===== src/rtl/dmem_readback_if.sv =====
// Bundle of control, data-memory second-port and output-stream signals for dmem_readback.
// master = the readback agent, slave = its environment (controller, memory and consumer).
interface dmem_readback_if #(
  parameter int CNT_W = 8
);
  logic             start;
  logic             abort;
  logic [31:0]      base_addr;
  logic [CNT_W-1:0] word_count;

  logic             te;
  logic [31:0]      ta;
  logic [31:0]      td;
  logic [31:0]      rtd;

  logic [31:0]      out_data;
  logic             out_valid;
  logic             out_ready;

  logic             busy;
  logic             done;

  modport master (
    input  start, abort, base_addr, word_count, rtd, out_ready,
    output te, ta, td, out_data, out_valid, busy, done
  );

  modport slave (
    output start, abort, base_addr, word_count, rtd, out_ready,
    input  te, ta, td, out_data, out_valid, busy, done
  );
endinterface


===== src/rtl/dmem_readback.sv =====
// Streams word_count consecutive words out of a data memory's second (read-only) port
// onto a valid/ready output with a single output register.
module dmem_readback #(
  parameter int CNT_W     = 8,
  parameter int ADDR_STEP = 4
) (
  input  logic            clk,
  input  logic            reset,
  dmem_readback_if.master bus
);

  typedef enum logic [1:0] {
    IDLE,
    RUN,
    DONE
  } state_e;

  state_e           state_q, state_d;
  logic [31:0]      base_q, base_d;
  logic [CNT_W-1:0] count_q, count_d;
  logic [CNT_W-1:0] idx_q, idx_d;
  logic [31:0]      out_data_q, out_data_d;
  logic             out_valid_q, out_valid_d;

  logic             all_issued;
  logic             handshake;
  logic             load;
  logic [31:0]      run_addr;

  // idx_q doubles as the issued-word count: it advances exactly once per load.
  assign all_issued = (idx_q == count_q);
  assign handshake  = out_valid_q && bus.out_ready;
  assign load       = (state_q == RUN) && !all_issued && (!out_valid_q || bus.out_ready);
  assign run_addr   = base_q + (32'(idx_q) * 32'(ADDR_STEP));

  always_comb begin
    state_d     = state_q;
    base_d      = base_q;
    count_d     = count_q;
    idx_d       = idx_q;
    out_data_d  = out_data_q;
    out_valid_d = out_valid_q;

    case (state_q)
      IDLE: begin
        if (bus.start) begin
          base_d      = {bus.base_addr[31:2], 2'b00};
          count_d     = bus.word_count;
          idx_d       = '0;
          out_valid_d = 1'b0;
          state_d     = (bus.word_count == '0) ? DONE : RUN;
        end
      end

      RUN: begin
        // abort wins over both load and handshake; the pending word is dropped
        if (bus.abort) begin
          out_valid_d = 1'b0;
          state_d     = DONE;
        end else begin
          if (load) begin
            out_data_d  = bus.rtd;
            out_valid_d = 1'b1;
            idx_d       = idx_q + CNT_W'(1);
          end else if (handshake) begin
            out_valid_d = 1'b0;
          end
          if (handshake && all_issued) begin
            state_d = DONE;
          end
        end
      end

      DONE: begin
        state_d = IDLE;
      end

      default: begin
        state_d = IDLE;
      end
    endcase
  end

  always_ff @(posedge clk or negedge reset) begin
    if (!reset) begin
      state_q     <= IDLE;
      base_q      <= '0;
      count_q     <= '0;
      idx_q       <= '0;
      out_data_q  <= '0;
      out_valid_q <= 1'b0;
    end else begin
      state_q     <= state_d;
      base_q      <= base_d;
      count_q     <= count_d;
      idx_q       <= idx_d;
      out_data_q  <= out_data_d;
      out_valid_q <= out_valid_d;
    end
  end

  assign bus.te        = 1'b0;
  assign bus.td        = 32'h0;
  assign bus.ta        = (state_q == RUN) ? run_addr : base_q;
  assign bus.out_data  = out_data_q;
  assign bus.out_valid = out_valid_q;
  assign bus.busy      = (state_q == RUN);
  assign bus.done      = (state_q == DONE);

endmodule


===== src/flat_wrapper.sv =====
// flat-port wrapper written by rule: the top's interface ports become plain ports
module dmem_readback_flat 
#(
  parameter int CNT_W     = 8,
  parameter int ADDR_STEP = 4
)
  (clk, reset, bus_start, bus_abort, bus_base_addr, bus_word_count, bus_rtd, bus_out_ready, bus_te, bus_ta, bus_td, bus_out_data, bus_out_valid, bus_busy, bus_done);
  dmem_readback_if #(.CNT_W(CNT_W)) bus_i ();
  input  logic clk;
  input  logic reset;
  input wire logic [$bits(bus_i.start)-1:0] bus_start;
  input wire logic [$bits(bus_i.abort)-1:0] bus_abort;
  input wire logic [$bits(bus_i.base_addr)-1:0] bus_base_addr;
  input wire logic [$bits(bus_i.word_count)-1:0] bus_word_count;
  input wire logic [$bits(bus_i.rtd)-1:0] bus_rtd;
  input wire logic [$bits(bus_i.out_ready)-1:0] bus_out_ready;
  output wire logic [$bits(bus_i.te)-1:0] bus_te;
  output wire logic [$bits(bus_i.ta)-1:0] bus_ta;
  output wire logic [$bits(bus_i.td)-1:0] bus_td;
  output wire logic [$bits(bus_i.out_data)-1:0] bus_out_data;
  output wire logic [$bits(bus_i.out_valid)-1:0] bus_out_valid;
  output wire logic [$bits(bus_i.busy)-1:0] bus_busy;
  output wire logic [$bits(bus_i.done)-1:0] bus_done;
  assign bus_i.start = bus_start;
  assign bus_i.abort = bus_abort;
  assign bus_i.base_addr = bus_base_addr;
  assign bus_i.word_count = bus_word_count;
  assign bus_i.rtd = bus_rtd;
  assign bus_i.out_ready = bus_out_ready;
  assign bus_te = bus_i.te;
  assign bus_ta = bus_i.ta;
  assign bus_td = bus_i.td;
  assign bus_out_data = bus_i.out_data;
  assign bus_out_valid = bus_i.out_valid;
  assign bus_busy = bus_i.busy;
  assign bus_done = bus_i.done;
  dmem_readback #(.CNT_W(CNT_W), .ADDR_STEP(ADDR_STEP)) u_core (.clk(clk), .reset(reset), .bus(bus_i));
endmodule

===== config.mk =====
export PLATFORM = sky130hd
export DESIGN_NAME = dmem_readback_flat
export DESIGN_NICKNAME = d
export VERILOG_FILES = /design/src/rtl/dmem_readback_if.sv /design/src/rtl/dmem_readback.sv /design/src/flat_wrapper.sv
export SDC_FILE = /design/constraint.sdc
export NUM_CORES = 1
export LEC_CHECK = 0
export BUFFER_PORTS_ARGS = -buffer_cell sky130_fd_sc_hd__buf_4
export CAP_MARGIN = 20
export CELL_PAD_IN_SITES_DETAIL_PLACEMENT = 0
export CELL_PAD_IN_SITES_GLOBAL_PLACEMENT = 2
export CORE_MARGIN = 4
export CORE_UTILIZATION = 28
export CTS_CLUSTER_SIZE = 10
export DETAILED_ROUTE_END_ITERATION = 10
export HOLD_SLACK_MARGIN = 0.1
export PLACE_DENSITY_LB_ADDON = 0.1
export SLEW_MARGIN = 20
export SYNTH_ARGS = -nofsm -noshare
export SYNTH_HDL_FRONTEND = slang
export SYNTH_SLANG_ARGS = --single-unit

===== constraint.sdc =====
create_clock -name clk -period 2.85 [get_ports clk]
set_input_delay 0.7125 -clock clk [delete_from_list [all_inputs] [get_ports clk]]
set_output_delay 0.7125 -clock clk [all_outputs]
set_load 0.02 [all_outputs]

### Word level (Yosys, flattened, before mapping)

Index checks and enable logic that the tools add are counted.

| word-level totals | value |
|---|---|
| bits in registers | 81 |
| output and inout port bits | 100 |

| cells by class | value |
|---|---|
| bitwise operators | 1 |
| add/sub/neg operators | 2 |
| mux-type cells | 15 |
| reduce and logical (&&, ||, !) cells | 15 |
| equality and inequality tests | 8 |

Operators with widths:

| kind | count |
|---|---|
| 32-bit by 10-bit adder with 32-bit output | 1 |
| 32-bit 2-to-1 mux | 1 |
| 8-bit 2-to-1 mux | 3 |
| 8-bit one-hot mux with 2 select lines | 1 |
| 8-bit by 1-bit adder with 8-bit output (second input constant) | 1 |
| 8-bit equality test | 1 |
| 8-bit logical NOT | 1 |
| 2-bit 2-to-1 mux | 4 |
| 3-bit AND reduction | 2 |
| 1-bit logical AND | 4 |
| 1-bit 2-to-1 mux | 4 |
| 2-bit != test (second input constant) | 2 |
| 4-bit by 2-bit != test with 1-bit output (second input constant) | 1 |
| 2-bit one-hot mux with 2 select lines | 1 |
| 2-bit AND reduction | 2 |
| 4-bit AND reduction | 1 |
| 3-bit by 2-bit != test with 1-bit output (second input constant) | 1 |
| 2-bit by 1-bit equality test with 1-bit output (second input constant) | 1 |
| 2-bit equality test (second input constant) | 1 |
| 1-bit logical NOT | 2 |
| 2-bit logical NOT | 1 |
| 2-bit by 1-bit != test with 1-bit output (second input constant) | 1 |
| 1-bit one-hot mux with 2 select lines | 1 |
| 2-bit nonzero test | 1 |
| other kinds (2) | 2 |

### Logic depth before layout (Yosys ltp)

| depth | value |
|---|---|
| depth in word-level cells | 7 |
| mapped depth | 8 |
| depth with buffers taken out | 7 |

### Worst setup path after synthesis

OpenSTA, ideal clock, no wires.

| path | value |
|---|---|
| path kind | register to output |
| start point | reg u_core.idx_q[5] |
| end point | out bus_ta[31] |
| data arrival time | 2.147 ns |
| buffers on the path | 0 |
| cell stages (with the launch flop) | 7 |
| path slack | -0.010 ns |
| cell sequence | dfrtp_1 -> ha_1 -> nor3_1 -> o21ba_2 -> nor2_1 -> nor4b_2 -> xor2_1 |

| on the way | value |
|---|---|
| word-level cells in the longest chain between the ends | 2 |

Ends and longest elaborated chain:

| what | line | source |
|---|---|---|
| start: declaration | dmem_readback.sv:21 | `logic [CNT_W-1:0] idx_q, idx_d;` |
| start signal: assignment | dmem_readback.sv:96 | `idx_q <= idx_d;` |
| 32-bit by 10-bit adder with 32-bit output | dmem_readback.sv:34 | `assign run_addr = base_q + (32'(idx_q) * 32'(ADDR_STEP));` |
| 32-bit 2-to-1 mux | dmem_readback.sv:104 | `assign bus.ta = (state_q == RUN) ? run_addr : base_q;` |
| end: declaration | flat_wrapper.sv:18 | `output wire logic [$bits(bus_i.ta)-1:0] bus_ta;` |

No other way between the ends.

### Final worst setup path

| path | value |
|---|---|
| start point | reg u_core.idx_q[2] |
| end point | out bus_ta[9] |

Same word-level chain as after synthesis.

==> flow_metrics.tcl <==
set metrics [dict create \
    grt_usage_pct 13.8 \
    diodes 0 \
    endpoint_kind "output pin" \
    clockRootBuffer "clkbuf_16" \
    drt_pass1_iterations 4 \
    crit_path_start_kind "flop" \
    grt_pass1_vias 3788 \
    row_count 45 \
    fp.dieW_um 134 \
    fin_cells 856 \
    clk_pin_slew_ps 60 \
    setup_slack_ps -179 \
    drv_slew 0 \
    power_density_nw_per_um2 1050 \
    core_um2 15400 \
    criticalPathCategory "flop to output pin" \
    layout_min_cycle_time_ps 3030 \
    setup_viol 24 \
    grt_pass1_wl_um 19600 \
    dieArea_um2 17900 \
    dp.cells 832 \
    ys_seq_area_share_pct 45.6 \
    synth_top_family_by_area "simple AND/OR/NAND/NOR gates" \
    cts_buffers 9 \
    status "finished with violations" \
    gr-total-overflow 0 \
    peakVddDrop_v 0.000457 \
    fin_worst_skew_ps 4.21 \
    max-clock-path-buffers 2 \
    htreeDepth 3 \
    synth-seq-cells 81 \
    synth_xor_area_share_pct 6.90 \
    critPathRequiredTime_ps 2140 \
    synth-simple-area-share_pct 19.9 \
    cts_tree "done" \
    finalNetCount 727 \
    routedWlPerCell_um 14.5 \
    routed_wl_um 12400 \
    grt_max_degree 49 \
    drc_errors 0 \
    crit_start "u_core.idx_q[2]" \
    clock-sinks 81 \
    finalCritPeriodShare_pct 106 \
    drt_iter0_markers 149 \
    die_y_um 134 \
    synth_compound_gate_area_share_pct 5.46 \
    cts-hold-fix-buffers 0 \
    maxCapViolations 0 \
    placed_cell_area_um2 5830 \
    async_reset_ff_share_pct 100 \
    dp_hpwl_um 9220 \
    ys_warn_count 0 \
    drive_gt1_share_pct 45.1 \
    critPathArrivalTime_ps 2320 \
    ant_nets 0 \
    vias 3671 \
    clk-insertion-delay-late_ps 340 \
    violations "setup timing" \
    synthToLayoutAreaGrowth_pct 49.1 \
    rsz0062_at_grt "true" \
    antenna_found_initial 0 \
    synth_cell_types 48 \
    r2r_start "u_core.state_q[1]" \
    synthMuxAreaShare_pct 9.69 \
    io_pins 177 \
    fin_area_um2 6620 \
    synth_edf_count 0 \
    hold_viol 0 \
    timing.fmax_ghz 0.330 \
    start_util_pct 28.9 \
    hold_class "primary input to async pin" \
    synth_fa_ha_area_share_pct 2.99 \
    yosys_most_used_dff "dfrtp_1" \
    syn_area_um2 4440 \
    io_buffers 139 \
    syn_inst 459 \
    avgSynthCellArea_um2 9.68 \
    place_congestion 0.785 \
    drt-vias-per-instance 4.29 \
    cp_max_fo 3 \
    p_leak_nw 3.37 \
]
-- per-layer routing --
layer	up-vias	part of all wire (%)	GRT usage [%]	routed length [µm]
met5	-	0	0	0
met4	0	1.6	5.31	200
met3	13	5.9	2.85	727
met2	124	45	21.8	5630
met1	1710	47	18.5	5830
li1	1824	-	-	-
-- critical path, cell delays in order, from the launching register on --
cell and delay [ps]:
dfrtp_1 390, ha_1 320, o211a_1 260, a221o_1 390
a311oi_1 340, o31ai_2 120, buf_4 160
-- cell type report --
class / instances / area [µm²]
Fill cell: 1504 / 8750
Multi-Input combinational cell: 354 / 2550
Sequential cell: 81 / 2030
Timing Repair Buffer: 187 / 1460
Tap cell: 211 / 264
Clock buffer: 9 / 225
Clock inverter: 7 / 71.3
Inverter: 7 / 26.3
-- Yosys cell counts (2+ instances only) --
library cell,count,area (µm²)
a21oi_1,6,30.0
inv_1,7,26.3
a211o_1,4,35.0
a21o_1,4,30.0
dfrtp_1,81,2030
ha_1,9,113
mux2_2,32,360
buf_6,2,22.5
nand3_1,15,75.1
nor3_1,5,25.0
clkbuf_1,11,41.3
nor4_1,3,18.8
nand2b_1,3,18.8
and3_1,5,31.3
nand2_1,141,529
nor2_1,8,30.0
buf_4,35,263
xnor2_1,32,280
nand4_1,8,50.1
mux2i_1,7,70.1
clkbuf_8,3,41.3
xor2_1,3,26.3
o21ai_0,10,50.1
-- sequential cells by signal, summed over array words and instances (netlist names) --
register / flops
u_core.bus.out_data: 32
u_core.base_q: 30
u_core.count_q: 8
u_core.idx_q: 8
u_core.state_q: 2
u_core.bus.out_valid: 1
-- per-stage QoR --
stage               setup slack [ps]  power (W)  hold WS, ps  setup TNS, ps  util [%]
floorplan                       34.4    0.00413          417              0         -
global placement                -255    0.00555          459           -693      37.9
detailed placement              -279    0.00558          472           -907      37.9
CTS                             -221    0.00694          316          -3360      41.9
global route                    -326    0.00743          349          -4950      43.1
finish                          -179    0.00694          314          -2220      43.1
-- cell usage in the layout (no fill, tap or decap), types with 9 or more instances in the layout --
cell and instances:
xnor2_1 15, mux2_2 32, nand2_1 134, dfrtp_1 81, clkbuf_16 9, buf_6 9
buf_4 176, xnor2_2 17, conb_1 35
-- path summary, 6_finish.rpt --
check | to | slack (ps) | cells past startpoint
worst max-delay path | bus_ta[9] | -180 | 6
worst min-delay path | u_core.bus.out_data[8] | 310 | 1
worst max register to register | u_core.bus.out_data[18] | 690 | 5
worst min register to register | u_core.base_q[30] | 490 | 2
max in group asynchronous | u_core.base_q[4] | 1910 | 2
min in group clk | u_core.base_q[30] | 490 | 2
-- repair_timing --
action,CTS,global route
setup endpoints to repair,25,25
setup buffers,5,2
pin swaps,20,14
cloned,2,0
gates resized for setup,50,31
-- power breakdown --
group	total, W	leakage, nW	internal [W]	switching (W)
registers	0.00211	0.997	0.00168	0.000433
clock network	0.00116	0.137	0.000677	0.000484
logic	0.00366	2.23	0.00174	0.00193
-- logic make-up after synthesis --
| kind of cell | count (synthesis) |
|---|---|
| buffers and inverters | 59 |
| other | 1 |
| xor gates and xnor gates | 35 |
| AOI/OAI and AO/OA | 35 |
| adders and majority gates | 10 |
| muxes | 39 |
| DFF | 81 |
| and+or+nand+nor | 199 |
(Power assumes the default switching activity.)
